**config.mk**
```make
export PLATFORM = sky130hd
export DESIGN_NAME = cdc_handshake_src
export DESIGN_NICKNAME = d
export VERILOG_FILES = /design/src/rtl/cdc_handshake_src.sv
export SDC_FILE = /design/constraint.sdc
export NUM_CORES = 1
export LEC_CHECK = 0
export CORE_AREA = 3 3 50 52
export CTS_BUF_LIST = sky130_fd_sc_hd__clkbuf_8
export DETAILED_ROUTE_END_ITERATION = 6
export DIE_AREA = 0 0 53 55
export GPL_TIMING_DRIVEN = 0
export PLACE_DENSITY = 0.91
export REMOVE_ABC_BUFFERS = 1
export SLEW_MARGIN = 20
export SYNTH_ARGS = -nofsm -noshare
export SYNTH_HDL_FRONTEND = slang
export SYNTH_SLANG_ARGS = --single-unit
```
**constraint.sdc**
```tcl
create_clock -name clock -period 3.95 [get_ports clock]
set_input_delay 0.9875 -clock clock [delete_from_list [all_inputs] [get_ports clock]]
set_output_delay 0.9875 -clock clock [all_outputs]
set_load 0.01 [all_outputs]
```
**src/rtl/cdc_handshake_src.sv**
```systemverilog
// Source side of a 4-phase req/ack CDC word transfer.
// Holds the word on data_o while req/ack cycle completes; flags stuck waits.
module cdc_handshake_src #(
  parameter int WIDTH   = 8,
  parameter int TIMEOUT = 1024
) (
  input  logic             clock,
  input  logic             arst_n,
  input  logic             in_valid,
  output logic             in_ready,
  input  logic [WIDTH-1:0] in_data,
  output logic [WIDTH-1:0] data_o,
  output logic             req_o,
  input  logic             ack_sync_i,
  output logic             done,
  output logic             timeout_err,
  input  logic             err_clr
);

  typedef enum logic [1:0] {
    IDLE = 2'd0,
    REQ  = 2'd1,
    DROP = 2'd2
  } state_t;

  localparam int CW = (TIMEOUT > 0) ? $clog2(TIMEOUT + 1) : 1;
  localparam logic [CW-1:0] TMAX = CW'(TIMEOUT);
  localparam logic TEN = (TIMEOUT > 0);

  state_t state;
  state_t state_nx;
  logic [CW-1:0] cnt;
  logic accept;
  logic stay;
  logic hit;

  always_ff @(posedge clock or negedge arst_n) begin
    if (!arst_n) state <= IDLE;
    else         state <= state_nx;
  end

  always_comb begin
    state_nx = state;
    unique case (state)
      IDLE: if (accept) state_nx = REQ;
      REQ:  if (ack_sync_i) state_nx = DROP;
      DROP: if (!ack_sync_i) state_nx = IDLE;
      default: state_nx = IDLE;
    endcase
  end

  always_comb begin
    in_ready = (state == IDLE) && !ack_sync_i;
    accept   = in_valid && in_ready;
    stay     = (state != IDLE) && (state_nx == state);
    hit      = TEN && stay && (cnt == TMAX - CW'(1));
  end

  always_ff @(posedge clock or negedge arst_n) begin
    if (!arst_n) begin
      data_o <= '0;
      req_o  <= 1'b0;
      done   <= 1'b0;
    end else begin
      done <= (state == DROP) && !ack_sync_i;
      if (accept) begin
        data_o <= in_data;
        req_o  <= 1'b1;
      end else if ((state == REQ) && ack_sync_i) begin
        req_o  <= 1'b0;
      end
    end
  end

  // Wait-state counter restarts on every state change and saturates.
  always_ff @(posedge clock or negedge arst_n) begin
    if (!arst_n) begin
      cnt <= '0;
    end else if (state_nx != state) begin
      cnt <= '0;
    end else if (stay && TEN && (cnt != TMAX)) begin
      cnt <= cnt + CW'(1);
    end
  end

  // Set beats clear when both land on the same edge.
  always_ff @(posedge clock or negedge arst_n) begin
    if (!arst_n)      timeout_err <= 1'b0;
    else if (hit)     timeout_err <= 1'b1;
    else if (err_clr) timeout_err <= 1'b0;
  end

endmodule

```
# == Word level (Yosys, flattened, before mapping) ==
# Index checks and enable logic that the tools add are counted.
# word_totals
register_bits,24
inputBits,13
output_inout_bits,12
wordCells,36
# op_classes
addsub,1
n_eq_ne,6
muxes,10
reduce_logical,13
# op_table
op,n
$mux 11,2
$add 11x1->11 const B,1
$eq 11x10->1 const B,1
$ne 11x11->1 const B,1
$reduce_bool 2->1,4
$logic_and 1x1->1,7
$mux 2,3
$pmux 2 s3,1
$mux 1,4
$eq 2x1->1 const B,1
$eq 2x2->1,1
$eq 2x2->1 const B,1
$logic_not 2->1,1
$ne 2x2->1,1
$logic_not 1->1,1

# == Longest topological paths before layout ==
# Gate-level depths: netlist (run 1).
# logic_depth
word_depth,10
ltp_mapped,6
ltp_nobuf,6

# == Least setup slack after synthesis (run 1) ==
# OpenSTA, ideal clock, no wires.
# synth_path
path_type,input port to flip-flop
from,in ack_sync_i
to,reg cnt[8]
setup_ps,66
t_arrival_ps,2386
required_ps,3884
path_slack_ps,1498
stages,6
path_buffers,2
path_cell_list,buf_2 or3b_1 buf_2 a211o_1 or4_1 nand2_1
# synth_between
elab_chain_len,9
elab_cells_between_ends,13
classes_between,2 x eq/ne; 5 x mux; 6 x reduce/logical
# synth_lines
element,line_no,text
"start, declared",14,"input logic ack_sync_i,"
$logic_not 1->1,53,in_ready = (state == IDLE) && !ack_sync_i;
$logic_and 1x1->1,53,
$logic_and 1x1->1,54,accept = in_valid && in_ready;
$mux 2,45,IDLE: if (accept) state_nx = REQ;
$pmux 2 s3 (*),44,unique case (state)
$eq 2x2->1,55,stay = (state != IDLE) && (state_nx == state);
$logic_and 1x1->1,55,
$logic_and 1x1->1,81,end else if (stay && TEN && (cnt != TMAX)) begin
$reduce_bool 2->1 (no line),--,
"end signal, assigned",82,cnt <= cnt + CW'(1);
"end, declared",32,logic [CW-1:0] cnt;
# Every way passes the cells marked *; elsewhere a longest branch is shown, timed or not.
# A chain may end at the register's enable or synchronous reset.

# == Worst setup path after layout (run 1) ==
# layout_path
from,in ack_sync_i
to,out in_ready
# layout_between
elab_chain_len,2
# layout_lines
element,line_no,text
$logic_not 1->1,53,
$logic_and 1x1->1,53,
"end, declared",10,"output logic in_ready,"
# No other way between the ends.

==> results.py, run 1 <==
metrics = {
    "status": {
        "status": "finished clean",
    },
    "floorplan": {
        "die_h_um": 55,
        "initial_utilization": 0.5451,
        "dieArea_um2": 2915,
        "core_area_um2": 2148,
        "ios": 25,
        "die_x_um": 53,
        "std_cell_rows": 17,
    },
    "yosys": {
        "syn_area_um2": 1171,
        "avgSynthCellArea_um2": 11.05,
        "synth_top_area_frac": 0.5128,
        "ys_warn_count": 0,
        "yosysTopAreaCell": "dfrtp_1",
        "synth-seq-cells": 24,
        "yosysUniqueCellTypes": 37,
        "synthArstFlopShare": 1.000,
        "synth_edf_count": 0,
        "synthTopCellsByArea": "dfrtp_1 (51%), mux2_2 (8.7%), nand2_1 (3.8%), xnor2_1 (3.0%), nor2_1 (2.2%)",
        "seq_area_frac_synth": 0.5128,
        "synth-main-ff-cell": "dfrtp_1",
        "synth_cells": 106,
    },
    "clocking": {
        "cts_buffer_depth": 2,
        "path_clk_slew_ps": 70,
        "cts_hold_buf": 0,
        "numCtsBuffers": 3,
        "ctsResizeCount": 0,
        "htreeDepth": 1,
        "clk_latency_ps": 260,
        "post-cts-setup-buffer-count": 0,
        "clock-root-buffer": "clkbuf_8",
        "cts_tree": "yes",
        "clock-sinks": 24,
    },
    "pwr": {
        "p_leak_nw": 0.5911,
        "vdd_drop_max_mv": 0.3256,
        "finalPower_uw": 597.9,
        "power_density_nw_per_um2": 411.3,
    },
    "route": {
        "detail-route-antenna-nets": 0,
        "drt-total-wl_mm": 2.325,
        "drc": 0,
        "wl_per_cell_um": 14.81,
        "num_vias": 868,
        "drtPass1Iterations": 4,
        "viasPerCell": 5.529,
        "drtIter0Drc": 12,
    },
    "cells_and_area": {
        "finish.net_count": 146,
        "area_delta_synth_final_pct": 24.14,
        "nFillCells": 159,
        "finalNonFillerCells": 157,
        "antenna_cells": 0,
        "drive_above_1_share": 0.1240,
    },
    "place": {
        "place_congestion": 0.8636,
        "place_inst": 154,
        "place_hpwl_mm": 1.713,
        "port_buffers": 24,
    },
    "worst_hold_path": {
        "whs_path_depth": 1,
        "hp-class": "reg2reg",
    },
    "grt": {
        "grt_pass1_vias": 902,
        "grt_usage": 0.1761,
        "gr-total-overflow": 0,
        "grt_max_degree": 25,
        "grt_first_pass_wirelength_mm": 3.815,
        "antenna_found_initial": 0,
    },
    "worst_setup_path": {
        "reg2regPathDepth": 4,
        "cp-start-kind": "input pin",
        "critPathKind": "in2out",
        "cp.required_ps": 2960,
        "crit_path_max_fanout": 8,
        "endpoint_kind": "primary output",
        "cp.arrival_ps": 2340,
    },
    "sta": {
        "max_freq_mhz": 300.5,
        "period_needed_ps": 3328,
        "post-route-period-util": 0.8425,
        "holdWs_ps": 509.5,
        "setup_violations": 0,
        "drv_slew": 0,
        "worst_pin_slew_ps": 621.7,
        "slew_headroom": 0.5833,
        "finalHoldViolCount": 0,
        "rsz0062_at_grt": "no",
        "skew_ps": 4.906,
        "tns_ps": 0,
    },
    "flow_run": {
        "maxCapViolations": 0,
    },
}
==> registers in the layout, summed over array words and instances (netlist names) <==
register and cells:
state 2, data_o 8, done 1, timeout_err 1
cnt 11, req_o 1
==> synthesized netlist by cell type (2+ instances only) <==
| library cell | instances |
|---|---|
| xnor2_1 | 4 |
| nand4_1 | 4 |
| nor2_1 | 7 |
| o211ai_1 | 2 |
| a21oi_1 | 3 |
| mux2i_1 | 2 |
| mux2_2 | 9 |
| dfrtp_1 | 24 |
| nand2_1 | 12 |
| or4_1 | 2 |
| ha_1 | 2 |
| buf_2 | 2 |
| o21ai_0 | 4 |
| inv_1 | 6 |
==> cell type report <==
type	count	area, µm²	share of cell area
well taps	28	35.03	0.02410
repair buffers	24	235.2	0.1618
multi-input cells	72	519.2	0.3571
inverters	6	22.52	0.01549
flip-flops and latches	24	600.6	0.4131
clock buffers	3	41.29	0.02840
==> final timing paths <==
check	slack, ps	start	to
worst max-delay path	620	ack_sync_i	in_ready
worst min-delay path	510	data_o[1]	data_o[1]
worst max register to register	2000	state[1]	cnt[3]
worst min register to register	510	data_o[1]	data_o[1]
max in group asynchronous	2910	arst_n	state[0]
min in group asynchronous	690	arst_n	cnt[9]
==> placed cells by master (no fill, tap or decap), types with 3 or more instances in the layout <==
master and n:
dfrtp_1 24, clkbuf_8 3, nor2_1 7, nand2_1 12, mux2_2 9, xnor2_1 4
o21ai_0 4, nand4_1 4, inv_1 6, a21oi_1 3, clkdlybuf4s50_1 23
==> logic make-up (layout without fill, tap and decap cells) <==
kind of cell / after synthesis / count (layout) / synth area share
adder cells (fa/ha/maj): 2 / 2 / 0.02136
multiplexers: 11 / 11 / 0.1036
XOR/XNOR: 5 / 5 / 0.03739
AND/OR/NAND/NOR: 36 / 36 / 0.1624
AO/OA/AOI/OAI: 18 / 18 / 0.1186
flip-flops: 24 / 24 / 0.5128
buffers and inverters: 10 / 33 / 0.04380
==> metrics by stage <==
step	setup slack, ps	utilization	instance area [µm²]
floorplan	1654	-	1142
global placement	705.3	0.6599	1418
detailed placement	682.2	0.6599	1418
CTS	626.5	0.6791	1459
global route	578.6	0.6768	1454
finish	622.3	0.6768	1454
==> per-layer routing <==
metal	global-route usage	wire length, µm	up-vias
li1	-	-	426
met1	0.2099	984	422
met2	0.3264	1243	18
met3	0.02413	74	2
met4	0.05957	23	0
met5	0	0	-
==> power breakdown <==
part	switching, mW	leakage (nW)	internal, mW
clock network	0.0698	0.0216	0.0680
registers	0.0239	0.310	0.279
logic	0.0650	0.259	0.0922
==> critical path, stage by stage <==
cell	delay, ps
clkdlybuf4s50_1	540
nor3_1	220
clkdlybuf4s50_1	580
(Power assumes the default switching activity.)
==> run 2, diff against run 1 <==
CORE_AREA = 3 3 52 54   (was 3 3 50 52)
DIE_AREA = 0 0 55 57   (was 0 0 53 55)
PLACE_DENSITY = 0.85   (was 0.91)
clock period = 3.4 ns   (was 3.95 ns; I/O delays follow)
==> run 2 against run 1 <==
Effect of this change: critical endpoint unchanged; first-iteration DRC count rose by 8.3%; critical path type unchanged; register-to-register slack worse by 600 ps; routed wire length grew 3.1%; power is 22% higher; combinational power up 17%; setup slack worse by 210 ps; core utilization decreased by 2.6 points; worst hold slack better by 5.1 ps.
==> results.py, run 2 (same netlist as run 1, synthesis figures left out) <==
metrics = {
    "status": {
        "status": "finished clean",
    },
    "route": {
        "viasPerCell": 5.563,
        "detail-route-antenna-nets": 0,
        "num_vias": 879,
        "drc": 0,
        "drtPass1Iterations": 4,
        "drtIter0Drc": 13,
        "wl_per_cell_um": 15.18,
        "drt-total-wl_mm": 2.398,
    },
    "place": {
        "port_buffers": 24,
        "placed_area_um2": 1418,
        "place_congestion": 0.8198,
        "place_hpwl_mm": 1.764,
    },
    "clocking": {
        "cts_tree": "yes",
        "clk_latency_ps": 270,
        "cts_buffer_depth": 2,
        "htreeDepth": 1,
        "post-cts-setup-buffer-count": 0,
        "numCtsBuffers": 3,
        "path_clk_slew_ps": 80,
        "clock-sinks": 24,
        "clock-root-buffer": "clkbuf_8",
        "ctsResizeCount": 0,
        "cts_hold_buf": 0,
    },
    "grt": {
        "grt_usage": 0.1743,
        "grt_pass1_vias": 871,
        "grt_max_degree": 25,
        "grt_first_pass_wirelength_mm": 3.967,
        "antenna_found_initial": 0,
        "gr-total-overflow": 0,
    },
    "cells_and_area": {
        "final_common_cell": "dfrtp_1",
        "antenna_cells": 0,
        "largest_register_ff_count": 11,
        "regMostFlops": "cnt",
        "finish.net_count": 146,
        "nFillCells": 191,
        "mostFrequentLayoutCells": "dfrtp_1 (24), clkdlybuf4s50_1 (23), nand2_1 (12)",
        "final_design_area_no_fill_um2": 1468,
        "drive_above_1_share": 0.1308,
        "reg_top3": "cnt (11), data_o (8), state (2)",
        "area_delta_synth_final_pct": 25.32,
    },
    "sta": {
        "drv_slew": 0,
        "post-route-period-util": 0.8777,
        "skew_ps": 5.323,
        "slew_headroom": 0.6107,
        "setup_violations": 0,
        "rsz0062_at_grt": "no",
        "max_freq_mhz": 335.1,
        "tns_ps": 0,
        "worst_pin_slew_ps": 580.8,
        "period_needed_ps": 2984,
        "finalHoldViolCount": 0,
    },
    "floorplan": {
        "std_cell_rows": 17,
        "die_h_um": 57,
        "core_area_um2": 2255,
        "die_x_um": 55,
        "ios": 25,
        "initial_utilization": 0.5194,
        "dieArea_um2": 3135,
    },
    "worst_setup_path": {
        "crit-reg2reg-launch": "state[1]",
        "critPathKind": "in2out",
        "crit_path_max_fanout": 8,
        "cp-start-kind": "input pin",
        "rrSetupSlack_ps": 1400,
        "reg2regPathDepth": 4,
        "r2r-end": "cnt[3]",
        "cp.required_ps": 2550,
        "endpoint_kind": "primary output",
        "cp.arrival_ps": 2130,
    },
    "worst_hold_path": {
        "hold_start": "data_o[3]",
        "hp-class": "reg2reg",
        "whs_path_depth": 1,
        "whs_endpoint": "data_o[3]",
    },
    "pwr": {
        "power_density_nw_per_um2": 496.9,
        "vdd_drop_max_mv": 0.3566,
        "p_leak_nw": 0.5983,
        "finalPower_uw": 729.3,
    },
    "flow_run": {
        "maxCapViolations": 0,
    },
}
-- run 2: where the power goes --
group	total, mW	switching [mW]	internal [mW]	leakage (nW)
clock network	0.192	0.0889	0.104	0.0288
logic	0.183	0.0757	0.107	0.259
registers	0.354	0.0300	0.324	0.310
total	0.729	0.195	0.535	0.598
-- run 2: area by class of cell --
type	instances	area (µm²)	area share
sequential	24	600.6	0.4092
multi-input combinational	72	519.2	0.3538
clock buffer	4	55.05	0.03751
inverter	6	22.52	0.01535
timing repair buffer	24	235.2	0.1603
tap	28	35.03	0.02387
-- run 2: worst max-delay path by stage --
stage          startpoint  endpoint  slack (ps)  cells after the start
2_1_floorplan  ack_sync_i    cnt[8]        1240                      4
3_5_place_dp   ack_sync_i  in_ready         410                      3
3_3_place_gp   ack_sync_i  in_ready         430                      3
4_1_cts        ack_sync_i  in_ready         410                      3
5_1_grt        ack_sync_i  in_ready         350                      3
6_report       ack_sync_i  in_ready         420                      3
-- run 2: critical path: stages --
cell and delay (ps):
clkdlybuf4s50_1 540, nor3_1 180, clkdlybuf4s50_1 570
-- run 2: metrics by stage --
stage	hold WS (ps)	setup WS, ps	util	instances
2_1_floorplan	476.1	1242	-	102
3_3_place_gp	490.1	429.1	0.6287	154
3_5_place_dp	498.7	406.5	0.6287	154
4_1_cts	517.3	405.6	0.6532	158
5_1_grt	537.6	348.6	0.6509	158
6_report	514.6	415.9	0.6509	158
-- run 2: layer usage --
metal,vias up,wire length (µm),track usage
met5,-,0,0
met4,0,78,0.1076
met3,7,74,0.02872
met2,16,1220,0.2753
met1,429,1025,0.2159
li1,427,-,-
